[src/rtl/slant_link_pkg.sv]
// Shared definitions for the slant link: sync patterns, sync length,
// transmitter state encoding and default frame geometry.
package slant_link_pkg;

  localparam int SYNC_LEN      = 24;
  localparam int BIT_CLKS_DEF  = 25;
  localparam int LINE_SYMS_DEF = 160;
  localparam int LINES_DEF     = 480;

  localparam logic [23:0] FRAME_EVEN = 24'haab155;
  localparam logic [23:0] FRAME_ODD  = 24'haa8d55;
  localparam logic [23:0] HSYNC      = 24'h000055;

  typedef enum logic [1:0] {
    ST_IDLE,
    ST_FSYNC,
    ST_DATA,
    ST_LSYNC
  } link_state_t;

  // Sync patterns go out MSB first: symbol 0 carries bit 23.
  function automatic logic sync_bit(input logic [23:0] pattern, input logic [4:0] idx);
    return pattern[5'(SYNC_LEN - 1) - idx];
  endfunction

endpackage

[src/rtl/slant_symbol_timer.sv]
// Symbol period counter. Runs 0..BIT_CLKS-1 while a frame is active and
// parks at zero otherwise, so the first symbol of a frame gets a full period.
module slant_symbol_timer
  import slant_link_pkg::*;
#(
  parameter int BIT_CLKS = BIT_CLKS_DEF
) (
  input  logic clk,
  input  logic rst,
  input  logic run,
  output logic sym_wrap,
  output logic fetch,
  output logic capture
);

  localparam int CNT_W = $clog2(BIT_CLKS);
  localparam logic [CNT_W-1:0] LAST  = CNT_W'(BIT_CLKS - 1);
  localparam logic [CNT_W-1:0] FETCH = CNT_W'(BIT_CLKS - 2);

  logic [CNT_W-1:0] count;

  // Free-running symbol counter, cleared whenever no frame is in flight.
  // NOTE: clocked state uses non-blocking assignments so every flop samples pre-edge values.
  always_ff @(posedge clk) begin
    if (rst || !run) begin
      count <= '0;
    end else if (count == LAST) begin
      count <= '0;
    end else begin
      count <= count + 1'b1;
    end
  end

  assign sym_wrap = run && (count == LAST);
  assign fetch    = run && (count == FETCH);
  assign capture  = run && (count == LAST);

endmodule

[src/rtl/slant_transmitter.sv]
// Drone-side slant symbol transmitter: frame sync, then per line a block of
// interleaved Y/C data symbols, with a line sync ahead of every line but the first.
module slant_transmitter #(
  parameter int          BIT_CLKS   = slant_link_pkg::BIT_CLKS_DEF,
  parameter int          LINE_SYMS  = slant_link_pkg::LINE_SYMS_DEF,
  parameter int          LINES      = slant_link_pkg::LINES_DEF,
  parameter logic [23:0] FRAME_EVEN = slant_link_pkg::FRAME_EVEN,
  parameter logic [23:0] FRAME_ODD  = slant_link_pkg::FRAME_ODD,
  parameter logic [23:0] HSYNC      = slant_link_pkg::HSYNC
) (
  input  logic        clk,
  input  logic        rst,
  input  logic        Start,
  output logic        Busy,
  output logic        FrameOdd,
  output logic        TxRead,
  output logic [15:0] TxAddr,
  input  logic [4:0]  TxYData,
  input  logic [4:0]  TxCData,
  output logic [5:0]  Send0Data
);

  import slant_link_pkg::SYNC_LEN, slant_link_pkg::sync_bit, slant_link_pkg::link_state_t,
         slant_link_pkg::ST_IDLE, slant_link_pkg::ST_FSYNC, slant_link_pkg::ST_DATA,
         slant_link_pkg::ST_LSYNC;

  localparam int IDX_W  = $clog2((LINE_SYMS > SYNC_LEN) ? LINE_SYMS : SYNC_LEN);
  localparam int LINE_W = $clog2(LINES + 1);
  localparam logic [IDX_W-1:0]  LAST_SYNC = IDX_W'(SYNC_LEN - 1);
  localparam logic [IDX_W-1:0]  LAST_DATA = IDX_W'(LINE_SYMS - 1);
  localparam logic [LINE_W-1:0] LAST_LINE = LINE_W'(LINES - 1);
  localparam logic [15:0]       LINE_STEP = 16'(LINE_SYMS / 2);

  link_state_t       state, state_nx;
  logic [IDX_W-1:0]  idx, idx_nx;          // symbol index within the current block
  logic [LINE_W-1:0] line, line_nx;        // line of the current or upcoming data block
  logic [15:0]       line_base, base_nx;   // line * (LINE_SYMS/2)
  logic              frame_odd, odd_nx;
  logic [5:0]        send, send_nx;

  logic              sym_wrap, fetch, capture;
  logic              next_is_data;
  logic [IDX_W-1:0]  next_sym;
  logic [4:0]        sample;
  logic [23:0]       fsync_pat, sync_pat;

  slant_symbol_timer #(.BIT_CLKS(BIT_CLKS)) u_timer (
    .clk      (clk),
    .rst      (rst),
    .run      (Busy),
    .sym_wrap (sym_wrap),
    .fetch    (fetch),
    .capture  (capture)
  );

  // Frame parity only changes between frames, so it selects a stable pattern for the whole FSYNC.
  assign fsync_pat = frame_odd ? FRAME_ODD : FRAME_EVEN;
  assign sync_pat  = (state == ST_FSYNC) ? fsync_pat : HSYNC;

  // Look ahead to the symbol that loads at the next wrap, for fetching and data selection.
  always_comb begin
    next_is_data = 1'b0;
    next_sym     = '0;
    case (state)
      ST_FSYNC, ST_LSYNC: next_is_data = (idx == LAST_SYNC);
      ST_DATA: begin
        next_is_data = (idx != LAST_DATA);
        next_sym     = idx + 1'b1;
      end
      default: ;
    endcase
  end

  assign sample = next_sym[0] ? TxCData : TxYData;
  assign TxRead = fetch && next_is_data;
  assign TxAddr = line_base + 16'(next_sym >> 1);

  // Next-state logic: block sequencing on symbol wraps and the sync symbol to load.
  // NOTE: every output of this block gets a default first, so no path can infer a latch.
  always_comb begin
    state_nx = state;
    idx_nx   = idx;
    line_nx  = line;
    base_nx  = line_base;
    odd_nx   = frame_odd;
    send_nx  = send;
    unique case (state)
      ST_IDLE: begin
        send_nx = '0;
        if (Start) begin
          state_nx = ST_FSYNC;
          idx_nx   = '0;
          line_nx  = '0;
          base_nx  = '0;
          send_nx  = {sync_bit(fsync_pat, 5'd0), 5'b0};
        end
      end
      ST_FSYNC, ST_LSYNC: begin
        if (sym_wrap) begin
          if (idx == LAST_SYNC) begin
            state_nx = ST_DATA;
            idx_nx   = '0;
          end else begin
            idx_nx  = idx + 1'b1;
            send_nx = {sync_bit(sync_pat, idx_nx[4:0]), 5'b0};
          end
        end
      end
      ST_DATA: begin
        if (sym_wrap) begin
          if (idx == LAST_DATA) begin
            idx_nx = '0;
            if (line == LAST_LINE) begin
              state_nx = ST_IDLE;
              line_nx  = '0;
              base_nx  = '0;
              odd_nx   = ~frame_odd;
              send_nx  = '0;
            end else begin
              state_nx = ST_LSYNC;
              line_nx  = line + 1'b1;
              base_nx  = line_base + LINE_STEP;
              send_nx  = {sync_bit(HSYNC, 5'd0), 5'b0};
            end
          end else begin
            idx_nx = idx + 1'b1;
          end
        end
      end
      default: state_nx = ST_IDLE;
    endcase
    // Pixel data fetched two counts earlier lands on the wire at the wrap.
    if (capture && next_is_data) begin
      send_nx = {1'b0, sample};
    end
  end

  // State, counters, frame parity and the registered symbol output.
  always_ff @(posedge clk) begin
    if (rst) begin
      state     <= ST_IDLE;
      idx       <= '0;
      line      <= '0;
      line_base <= '0;
      frame_odd <= 1'b0;
      send      <= '0;
    end else begin
      state     <= state_nx;
      idx       <= idx_nx;
      line      <= line_nx;
      line_base <= base_nx;
      frame_odd <= odd_nx;
      send      <= send_nx;
    end
  end

  assign Busy      = (state != ST_IDLE);
  assign FrameOdd  = frame_odd;
  assign Send0Data = send;

endmodule

[config.mk]
export PLATFORM = sky130hd
export DESIGN_NAME = slant_transmitter
export DESIGN_NICKNAME = d
export VERILOG_FILES = /design/src/rtl/slant_link_pkg.sv /design/src/rtl/slant_symbol_timer.sv /design/src/rtl/slant_transmitter.sv
export SDC_FILE = /design/constraint.sdc
export NUM_CORES = 1
export LEC_CHECK = 0
export ABC_AREA = 1
export CAP_MARGIN = 10
export CORE_MARGIN = 2
export CORE_UTILIZATION = 36
export DETAILED_ROUTE_END_ITERATION = 16
export HOLD_SLACK_MARGIN = 0.15
export PLACE_DENSITY = 0.55
export RECOVER_POWER = 50
export SLEW_MARGIN = 20
export SYNTH_ARGS = -nofsm -noshare
export SYNTH_HDL_FRONTEND = slang
export SYNTH_SLANG_ARGS = --single-unit
[constraint.sdc]
create_clock -name clk -period 2.7 [get_ports clk]
set_input_delay 0.675 -clock clk [delete_from_list [all_inputs] [get_ports clk]]
set_output_delay 0.675 -clock clk [all_outputs]
set_load 0.02 [all_outputs]
Word level (Yosys, flattened, before mapping)

Cells that the tools add are included.

Reduce and logical (&&, ||, !) cells: 18
$lt $le $gt $ge: 1
Bitwise operators: 1
Mux-type cells: 37
Equality and inequality tests: 19
Add/subtract/negate cells: 6

Operators by type and width:

| kind                                                            | count |
|---|---|
| 16-bit two-way mux                                              | 4 |
| 8-bit two-way mux                                               | 6 |
| 9-bit two-way mux                                               | 4 |
| 16-bit case mux with 2 select lines                             | 1 |
| 6-bit two-way mux                                               | 5 |
| 24-bit two-way mux                                              | 1 |
| 8-bit case mux with 3 select lines                              | 1 |
| 6-bit case mux with 3 select lines                              | 1 |
| 9-bit case mux with 2 select lines                              | 1 |
| 16-bit by 7-bit adder with 16-bit output                        | 1 |
| 16-bit by 7-bit adder with 16-bit output, second input constant | 1 |
| 4-bit AND reduction                                             | 4 |
| 14-bit two-way mux                                              | 1 |
| 2-bit two-way mux                                               | 6 |
| 2-bit != test, second input constant                            | 6 |
| 3-bit != test, second input constant                            | 4 |
| 5-bit == test, second input constant                            | 2 |
| 5-bit two-way mux                                               | 2 |
| 9-bit by 1-bit adder with 9-bit output, second input constant   | 1 |
| 9-bit == test, second input constant                            | 1 |
| 8-bit by 1-bit adder with 8-bit output, second input constant   | 1 |
| 8-bit by 5-bit == test with 1-bit output, second input constant | 1 |
| 8-bit == test, second input constant                            | 1 |
| 8-bit != test, second input constant                            | 1 |
| 18 further kinds                                                | 25 |

Output and inout bits: 25
Logic and storage cells: 90
Bits of input ports: 13
Flip-flop bits (word level): 47

Longest topological paths before layout

Gate-level depths: netlist of the first run.

Depth after elaboration: 8
Depth in mapped cells: 15
Gate-level depth less buffers: 15

Modules after synthesis

A second synthesis of the first run with hierarchy kept.

Cells, all modules: 452
Area total of the unflattened synthesis: 2821.5 um^2

Modules (own cells, without submodules):

| module             | sequential area each (um^2) | times used | cells each | area each (um^2) |
|---|---|---|---|---|
| slant_transmitter  | 760.7                       | 1          | 411        | 2531.2 |
| slant_symbol_timer | 100.1                       | 1          | 41         | 290.3 |

Least setup slack after synthesis of the first run

Ideal clock, no wire load.

Path kind: reg2out
Start point: reg idx[0]
End point: out TxAddr[10]
Stages on the path, launching flop included: 16
Path buffers: 0
Arrival time: 2388 ps
Setup slack: -363 ps
Data required time: 2025 ps
Path through: dfxtp_1 > ha_1 > nand2_1 > inv_1 > nand4_1 > xor2_1 > inv_1 > nor2_1 > ha_1 > a21o_1 > nand2_1 > nand2_1 > nand2_1 > nor2_1 > nand2_1 > xor2_1

Word-level cells in the longest chain between the ends: 3

RTL lines:

| element                                  | RTL line                 | text |
|---|---|---|
| from (decl)                              | slant_transmitter.sv:35  | `logic [IDX_W-1:0] idx, idx_nx;` |
| from (signal assigned)                   | slant_transmitter.sv:149 | `idx <= idx_nx;` |
| 8-bit by 1-bit adder with 8-bit output   | slant_transmitter.sv:68  | `next_sym = idx + 1'b1;` |
| 8-bit two-way mux                        | slant_transmitter.sv:64  | `case (state)` |
| 16-bit by 7-bit adder with 16-bit output | slant_transmitter.sv:76  | `assign TxAddr = line_base + 16'(next_sym >> 1);` |
| to (decl)                                | slant_transmitter.sv:17  | `output logic [15:0] TxAddr,` |

No other way between the ends.

Worst setup path in the final report of the first run

Same ends and word-level chain as after synthesis.

==> results.toml, run 1 <==
[outcome]
outcome = "finished with violations"
violations = "setup timing"

[power]
power_density_nw_per_um2 = 541.6
totalPowerFinal_mw = 2.065
p_leak_nw = 1.618
peakVddDrop_mv = 0.2676

[synthesis]
synth_area_leader_cell = "dfxtp_1"
syn_area_sq_um = 2810
synth_flop_cell = "dfxtp_1"
yosysSeqAreaShare_pct = 30.63
synth_nets = 458
synth_most_common_cell = "nand2_1"
synth-edff-count = 0
async_reset_ff_share_pct = 0
yosys_register_bits = 43
synth_area_leaders = "dfxtp_1 31%, nand2_1 15%, nand3_1 8.4%, nor2_1 7.5%, inv_1 7.2%"
synth_cell_types = 32
synthCells = 437
ys_warn_count = 0
synth_top_area_share_pct = 30.63
syn_area_per_cell_sq_um = 6.431
ys_top_cells_by_count = "112 x nand2_1, 56 x nor2_1, 54 x inv_1"

[global_route]
grt_max_degree = 19
grt-ovfl-total = 0
grt_use_total_pct = 18.18
antenna_found_initial = 0
grt_pass1_vias = 2704
grt_pass1_wl_um = 12490

[finish]
fill_cells = 830
fin_nets = 536
antenna_cells = 0
areaGrowthSynthToFinish_pct = 35.71
final_area_sq_um = 3814
drive_gt1_share_pct = 20.93

[timing]
slew_headroom_pct = 45.58
skew_ns = 0.006998
fmax_mhz = 321.9
worst_slew_pin_slew_ns = 0.8132
rsz0062_at_grt = "yes"
layout_worst_path_cycle_share_pct = 115.1
setup_viol = 10
slew_violations = 0
worst_slack_ns = -0.4070
tns_ns = -3.487
finalCriticalPeriod_ns = 3.107
hold_violations = 0
fin_hold_ws_ns = 0.4729

[worst_setup_path]
rrSetupSlack_ns = 0.37
cp-end-kind = "output port"
required_ns = 2.03
path_max_fanout = 3
crit_arrival_ns = 2.43
setup.worst_path.start_class = "flop"
critPathKind = "reg2out"

[floorplan]
dieArea_sq_um = 8529
die_h_um = 92.35
core-area_sq_um = 7647
io_pins = 38
row_count = 32
start_util_pct = 36.75
die_w_um = 92.35

[detailed_routing]
firstDrtPassIters = 4
drt-total-wl_um = 7354
avgRoutedWirePerCell_um = 11.90
via_count = 2959
antenna_left = 0
drc_errors = 0
drt_iter0_drc = 88
viasPerCell = 4.788

[place]
hpwlAfterDp_um = 5558
post-place-ws_ns = -0.5831
io_buffers = 37
dpl-instance-area_sq_um = 3679
gp_congestion = 0.8157

[job]
drv_cap = 0

[cts]
h-tree-depth = 2
clk_path_buf_depth = 2
cts-buffers-inserted = 5
cts-root-buf = "clkbuf_8"
cts_tree = "built"
cts_sinks = 43
clk_pin_slew_ns = 0.09
clock_latency_ns = 0.30

[worst_hold_path]
hold_class = "reg2reg"
## area by class of cell
| type | instances | area, sq um | share of cell area [%] |
|---|---|---|---|
| multi-input cells | 325 | 1793 | 47.01 |
| well taps | 102 | 127.6 | 3.346 |
| inverters | 56 | 216.5 | 5.676 |
| repair buffers | 84 | 721.9 | 18.93 |
| clock inverters | 2 | 12.51 | 0.3281 |
| clock buffers | 6 | 72.57 | 1.903 |
| flip-flops and latches | 43 | 869.6 | 22.80 |
## timing repair
action,4_1_cts,5_1_grt
setup buffers,1,3
hold buffers,0,0
pin swaps,10,12
gates resized for setup,66,15
endpoints found under the setup margin,13,13
## metrics by stage
| stage | cells | util [%] |
|---|---|---|
| floorplan | 437 | - |
| detailed placement | 607 | 48.10 |
| finish | 618 | 49.87 |
| global route | 618 | 49.87 |
| global placement | 607 | 48.10 |
| CTS | 616 | 49.35 |
## kinds of logic (layout without fill, tap and decap cells)
| kind of cell | after synthesis | after routing | synth area share (%) |
|---|---|---|---|
| AO/OA/AOI/OAI | 43 | 43 | 8.727 |
| XOR/XNOR | 15 | 15 | 4.675 |
| adder cells (fa/ha/maj) | 8 | 8 | 3.562 |
| buffers and inverters | 69 | 148 | 10.20 |
| flip-flops | 43 | 43 | 30.63 |
| multiplexers | 4 | 4 | 1.603 |
| AND/OR/NAND/NOR | 255 | 255 | 40.61 |
## layer usage
metal	up-vias	wire, um	GRT usage, %
li1	1561	-	-
met1	1345	3534	24.68
met2	49	3469	30.17
met3	4	298	3.417
met4	0	52	3.856
met5	-	0	0
## path summary, 6_finish.rpt
check,startpoint,endpoint,depth (start not counted)
hold reg to reg,Send0Data[3]$_SDFFE_PP0P_,Send0Data[3]$_SDFFE_PP0P_,2
setup reg to reg,idx[5]$_SDFFE_PP0P_,line_base[12]$_SDFFE_PP0P_,11
setup / recovery,idx[0]$_SDFFE_PP0P_,TxAddr[10],16
hold / removal,Send0Data[3]$_SDFFE_PP0P_,Send0Data[3]$_SDFFE_PP0P_,2
## sequential cells by signal, summed over array words and instances, names as in the netlist
register,cells
FrameOdd,1
u_timer.count,5
Send0Data,6
idx,8
line_base,12
state,2
line,9
## power breakdown
part	switching [mW]	leakage (nW)	internal (mW)
Sequential	0.0374	0.350	0.677
Clock	0.233	0.0412	0.181
Combinational	0.641	1.23	0.296
## cell usage in the layout (no fill, tap or decap), types with 2 or more instances in the layout
master	n
clkbuf_8	5
xor2_4	2
clkdlybuf4s50_1	16
nor3_1	6
nor2_4	4
xor2_1	7
ha_1	7
inv_2	3
dfxtp_2	4
nor2_2	2
o21ai_0	12
nor2_1	54
inv_1	51
nor3b_1	2
nand2_4	4
nand3_1	46
xnor2_1	2
xor2_2	4
o21ai_1	3
dfxtp_1	38
clkinv_2	2
buf_6	7
dlygate4sd3_1	7
a21oi_4	2
nand4_1	19
a21oi_1	24
mux2_2	4
buf_4	51
dlygate4sd2_1	2
nand2_1	109
nand2_2	6
## worst max-delay path: stages, from the launching register on
cell and delay, ns:
dfxtp_4 0.36, ha_4 0.16, nand2_2 0.06, inv_2 0.04
nand4_1 0.07, xor2_1 0.19, inv_1 0.06, nor2_1 0.11
ha_1 0.25, a21o_1 0.18, nand2_2 0.10, nand2_4 0.07
nand2_4 0.09, nor2_4 0.06, nand2_2 0.08, xor2_2 0.14
buf_6 0.13
Power figures use the tool's default switching activity.
==> inputs of run 2 (changes only) <==
--- a/config.mk
+++ b/config.mk
@@ -7,7 +7,7 @@
 export LEC_CHECK = 0
 export ABC_AREA = 1
 export CAP_MARGIN = 10
-export CORE_MARGIN = 2
+export CORE_MARGIN = 4
 export CORE_UTILIZATION = 36
 export DETAILED_ROUTE_END_ITERATION = 16
 export HOLD_SLACK_MARGIN = 0.15
@@ -17,3 +17,4 @@
 export SYNTH_ARGS = -nofsm -noshare
 export SYNTH_HDL_FRONTEND = slang
 export SYNTH_SLANG_ARGS = --single-unit
+export TNS_END_PERCENT = 10
==> run 2 against run 1 <==
  * The flow still finishes with violations (setup timing)
  * Critical path type unchanged
  * First-iteration DRC count shrank 10%
  * Die area up 8.9%
  * Sequential power shrank 0.6%
  * Combinational power grew 0.5%
  * Global-route usage fell by 1.6 points
  * Hold slack worse by 0.0023 ns
  * Critical endpoint is now TxAddr[8]
  * Design area shrank 1.8%
  * Largest power group unchanged
  * Clock power increased by 29%
  * Clock skew increased by 0.0019 ns
  * Worst setup slack worse by 0.056 ns
  * Total power increased by 5.8%
==> results.toml, run 2 (synthesis gave the netlist of run 1 again) <==
[global_route]
grt_pass1_vias = 2659
antenna_found_initial = 0
grt_use_total_pct = 16.61
grt-ovfl-total = 0
grt_pass1_wl_um = 12250
grt_max_degree = 19

[finish]
final_util_pct = 50.57
drive_gt1_share_pct = 19.49
areaGrowthSynthToFinish_pct = 33.30
reg.largest.list = "line_base x12, line x9, idx x8"
largest_register_ff_count = 12
regMostFlops = "line_base"
final_common_cell = "nand2_1"
final_cells = 612
fin_nets = 533
antenna_cells = 0
layout_common_cells = "110 x nand2_1, 54 x nor2_1, 52 x inv_1"
final_area_sq_um = 3746

[timing]
slew_headroom_pct = 55.56
skew_ns = 0.008935
worst_slack_ns = -0.4632
fin_hold_ws_ns = 0.4707
tns_ns = -4.132
fmax_mhz = 316.1
hold_violations = 0
layout_worst_path_cycle_share_pct = 117.2
slew_violations = 0
setup_viol = 11
rsz0062_at_grt = "yes"
finalCriticalPeriod_ns = 3.163
worst_slew_pin_slew_ns = 0.6649

[cts]
hold_buffers = 0
cts-root-buf = "clkbuf_8"
h-tree-depth = 2
clk_path_buf_depth = 2
cts_sinks = 43
cts_tree = "built"
clock_latency_ns = 0.30
cts-buffers-inserted = 5
clk_pin_slew_ns = 0.10

[power]
power_density_nw_per_um2 = 583.1
peakVddDrop_mv = 0.3426
p_leak_nw = 1.558
totalPowerFinal_mw = 2.184

[place]
post-place-ws_ns = -0.6091
hpwlAfterDp_um = 5469
dpl.cell_count = 602
dpl-instance-area_sq_um = 3597
gp_congestion = 0.8193
io_buffers = 37

[detailed_routing]
drc_errors = 0
antenna_left = 0
drt_iter0_drc = 79
avgRoutedWirePerCell_um = 11.77
viasPerCell = 4.722
firstDrtPassIters = 4
via_count = 2890
drt-total-wl_um = 7202

[outcome]
violations = "setup timing"
outcome = "finished with violations"

[job]
drv_cap = 0

[worst_setup_path]
crit_start = "idx[0]$_SDFFE_PP0P_"
reg2reg_to = "line_base[12]$_SDFFE_PP0P_"
crit_arrival_ns = 2.49
rrSetupSlack_ns = 0.46
endpoint = "TxAddr[8]"
required_ns = 2.03
r2r-start = "idx[4]$_SDFFE_PP0P_"
setup.worst_path.start_class = "flop"
path_max_fanout = 3
critPathKind = "reg2out"
ff2ff_path_depth = 10
cp-end-kind = "output port"

[floorplan]
io_pins = 38
dieArea_sq_um = 9283
die_w_um = 96.35
core-area_sq_um = 7408
start_util_pct = 37.93
die_h_um = 96.35
row_count = 31

[worst_hold_path]
hp-start = "Send0Data[3]$_SDFFE_PP0P_"
hold_class = "reg2reg"
==> run 2: layout make-up <==
| cell class | instances | area, sq um |
|---|---|---|
| clock buffer | 5 | 68.82 |
| clock inverter | 3 | 47.55 |
| fill | 760 | 3662 |
| inverter | 56 | 211.5 |
| multi-input combinational | 325 | 1749 |
| sequential | 43 | 865.8 |
| tap | 99 | 123.9 |
| timing repair buffer | 81 | 679.4 |
==> run 2: worst max-delay path: stages (launching register included) <==
cell     delay, ns
dfxtp_4       0.37
ha_4          0.14
nand2_2       0.05
inv_2         0.05
nand4_1       0.08
xor2_1        0.21
inv_1         0.06
nor2_1        0.10
ha_1          0.25
a21o_1        0.20
nand2_2       0.08
nand2_2       0.06
nand2_2       0.09
inv_2         0.07
buf_6         0.12
nor2_4        0.06
nor2_1        0.04
buf_4         0.15
==> run 2: power by group <==
group / total [mW] / switching (mW) / internal (mW)
sequential: 0.711 / 0.0349 / 0.676
combinational: 0.942 / 0.651 / 0.291
clock: 0.532 / 0.251 / 0.281
total: 2.18 / 0.937 / 1.25
==> run 2: metal layers <==
layer	up-vias	wire length (um)	track usage, %
met5	-	0	0
met4	0	55	3.505
met3	5	457	3.362
met2	63	3167	26.34
met1	1265	3521	23.29
li1	1557	-	-
==> run 2: what timing repair did <==
action,4_1_cts,5_1_grt
gates resized for setup,63,11
pin swaps,11,8
setup endpoints to repair,13,12
buffers inserted,1,1
endpoints found under the hold margin,0,0
==> run 2: how the worst min path moves through the flow <==
| stage | end | slack, ns | cells after the start |
|---|---|---|---|
| after floorplan | u_timer.count[0]$_SDFF_PP0_ | 0.43 | 1 |
| after global placement | u_timer.count[0]$_SDFF_PP0_ | 0.45 | 1 |
| after detailed placement | u_timer.count[0]$_SDFF_PP0_ | 0.45 | 1 |
| after CTS | u_timer.count[0]$_SDFF_PP0_ | 0.48 | 1 |
| after global routing | Send0Data[0]$_SDFFE_PP0P_ | 0.50 | 2 |
| final | Send0Data[3]$_SDFFE_PP0P_ | 0.47 | 2 |
==> inputs of run 3 (changes only) <==
--- a/config.mk
+++ b/config.mk
@@ -9,7 +9,9 @@
 export CAP_MARGIN = 10
 export CORE_MARGIN = 4
 export CORE_UTILIZATION = 36
+export CTS_BUF_LIST = sky130_fd_sc_hd__clkbuf_8
 export DETAILED_ROUTE_END_ITERATION = 16
+export GPL_TIMING_DRIVEN = 0
 export HOLD_SLACK_MARGIN = 0.15
 export PLACE_DENSITY = 0.55
 export RECOVER_POWER = 50
==> run 3 against run 2 <==
  * The flow still finishes with violations (setup timing)
  * Design area fell by 4.8%
  * Total power fell by 1.5%
  * Sequential share of layout area rose by 1.2 points
  * Maximum frequency fell by 0.90%
  * Critical path depth fell by 1
  * Sequential cell count did not move
  * Register-to-register slack got worse by 0.42 ns
  * Clock skew fell by 0.0056 ns
  * Via count barely moved
  * Hold slack improved by 0.00098 ns
  * Worst setup slack got worse by 0.029 ns
  * Critical endpoint is now TxAddr[10]
  * Largest cell class unchanged
  * Largest power group unchanged
==> results.toml, run 3 (synthesis gave the netlist of run 1 again) <==
[worst_setup_path]
rrSetupSlack_ns = 0.04
crit_buf_inv = 3
path_max_fanout = 3
ff2ff_path_depth = 9
required_ns = 2.03
critPathKind = "reg2out"
reg2reg_to = "line_base[13]$_SDFFE_PP0P_"
crit_arrival_ns = 2.52
cpMostUsedCell = "nand2_4"
crit_start = "idx[0]$_SDFFE_PP0P_"
critPathTopFamily = "simple AND/OR/NAND/NOR gates"
setup.worst_path.start_class = "flop"
cp_cell_sequence = "ha_4, nand2_4, inv_2, nand4_1, xor2_1, inv_1, nor2_1, ha_1, a21o_1, nand2_2, nand2_4, nand2_4, nor2_4, nand2_2, xor2_2, buf_6"
critical-path-max-stage-delay_ns = 0.37
slowest_stage = "dfxtp_4"
cp-end-kind = "output port"
r2r-start = "u_timer.count[0]$_SDFF_PP0_"

[timing]
layout_worst_path_cycle_share_pct = 118.2
worst_slack_ns = -0.4918
rsz0062_at_grt = "yes"
slew_headroom_pct = 45.84
slew_violations = 0
tns_ns = -4.130
skew_ns = 0.003343
hold_violations = 0
setup_viol = 10
finalCriticalPeriod_ns = 3.192
worst_slew_pin_slew_ns = 0.8124
fin_hold_ws_ns = 0.4716
fmax_mhz = 313.3

[finish]
final_util_pct = 48.13
fin_nets = 513
reg.largest.list = "line_base x12, line x9, idx x8"
final_common_cell = "nand2_1"
regMostFlops = "line_base"
largest_register_ff_count = 12
areaGrowthSynthToFinish_pct = 26.89
drive_gt1_share_pct = 16.02
final_area_sq_um = 3566
antenna_cells = 0
layout_common_cells = "109 x nand2_1, 56 x nor2_1, 51 x inv_1"
final_cells = 592

[global_route]
busiest_layer = "met2"
grt_pass1_wl_um = 12570
use_met3_pct = 3.831
use_met1_pct = 23.51
antenna_found_initial = 0
met2_usage_pct = 27.20
grt_max_degree = 16
grt_pass1_vias = 2658
grt-ovfl-total = 0
grt_use_total_pct = 17.15

[detailed_routing]
avgRoutedWirePerCell_um = 12.56
viasPerCell = 4.883
firstDrtPassIters = 4
drt_iter0_drc = 138
drt-total-wl_um = 7437
antenna_left = 0
drc_errors = 0
via_count = 2891

[power]
power_density_nw_per_um2 = 603.6
totalPowerFinal_mw = 2.153
p_leak_nw = 1.471
peakVddDrop_mv = 0.3239

[cts]
hold_buffers = 0
cts_tree = "built"
h-tree-depth = 2
cts-root-buf = "clkbuf_8"
clk_path_buf_depth = 2
cts_sinks = 43
clock_latency_ns = 0.30
clk_pin_slew_ns = 0.09
cts-buffers-inserted = 5

[floorplan]
row_count = 31
core-area_sq_um = 7408
dieArea_sq_um = 9283
die_w_um = 96.35
die_h_um = 96.35
start_util_pct = 37.93
io_pins = 38

[place]
hpwlAfterDp_um = 5500
io_buffers = 36
dpl-instance-area_sq_um = 3349
dpl.cell_count = 572
post-place-ws_ns = -1.035
gp_congestion = 0.8410

[job]
drv_cap = 0

[outcome]
violations = "setup timing"
outcome = "finished with violations"

[worst_hold_path]
whs_path_depth = 1
hold_class = "reg2reg"
hp-start = "u_timer.count[0]$_SDFF_PP0_"
whs_endpoint = "u_timer.count[0]$_SDFF_PP0_"
==> run 3: changes by cell type in the layout (fill, tap and decap cells not counted), moves of 3 or more <==
cell             before  now
buf_4                50   22
buf_6                 3    6
dlygate4sd3_1         6    2
buf_2                 0    3
clkdlybuf4s50_1      18   21
==> run 3: routing by layer <==
metal	routed length [um]	share of wire, %	vias up
met5	0	0	-
met4	76	1.0	0
met3	507	6.8	9
met2	3315	45	72
met1	3538	48	1299
li1	-	-	1511
==> run 3: where the power goes <==
| group | internal (mW) | leakage [nW] | switching (mW) |
|---|---|---|---|
| clock network | 0.281 | 0.0587 | 0.249 |
| registers | 0.675 | 0.349 | 0.0523 |
| logic | 0.266 | 1.06 | 0.629 |
| total | 1.22 | 1.47 | 0.931 |
==> run 3: worst max path at each step <==
stage	slack, ns	end	cells past startpoint
finish	-0.49	TxAddr[10]	16
global route	-0.65	TxAddr[11]	15
CTS	-0.46	TxAddr[10]	16
detailed placement	-1.04	TxAddr[10]	14
global placement	-1.03	TxAddr[10]	14
floorplan	-0.18	TxAddr[10]	15
==> run 3: area by class of cell <==
cell class	instances	area [sq um]
buffer	13	88.84
clock buffer	5	68.82
clock inverter	3	47.55
fill	756	3842
inverter	56	212.7
multi-input combinational	325	1728
sequential	43	868.3
tap	99	123.9
timing repair buffer	48	427.9
==> run 3: repair_timing <==
item / CTS / global route
resized for setup: 69 / 22
buffers inserted: 9 / 3
pin swaps: 10 / 9
endpoints found under the setup margin: 17 / 13
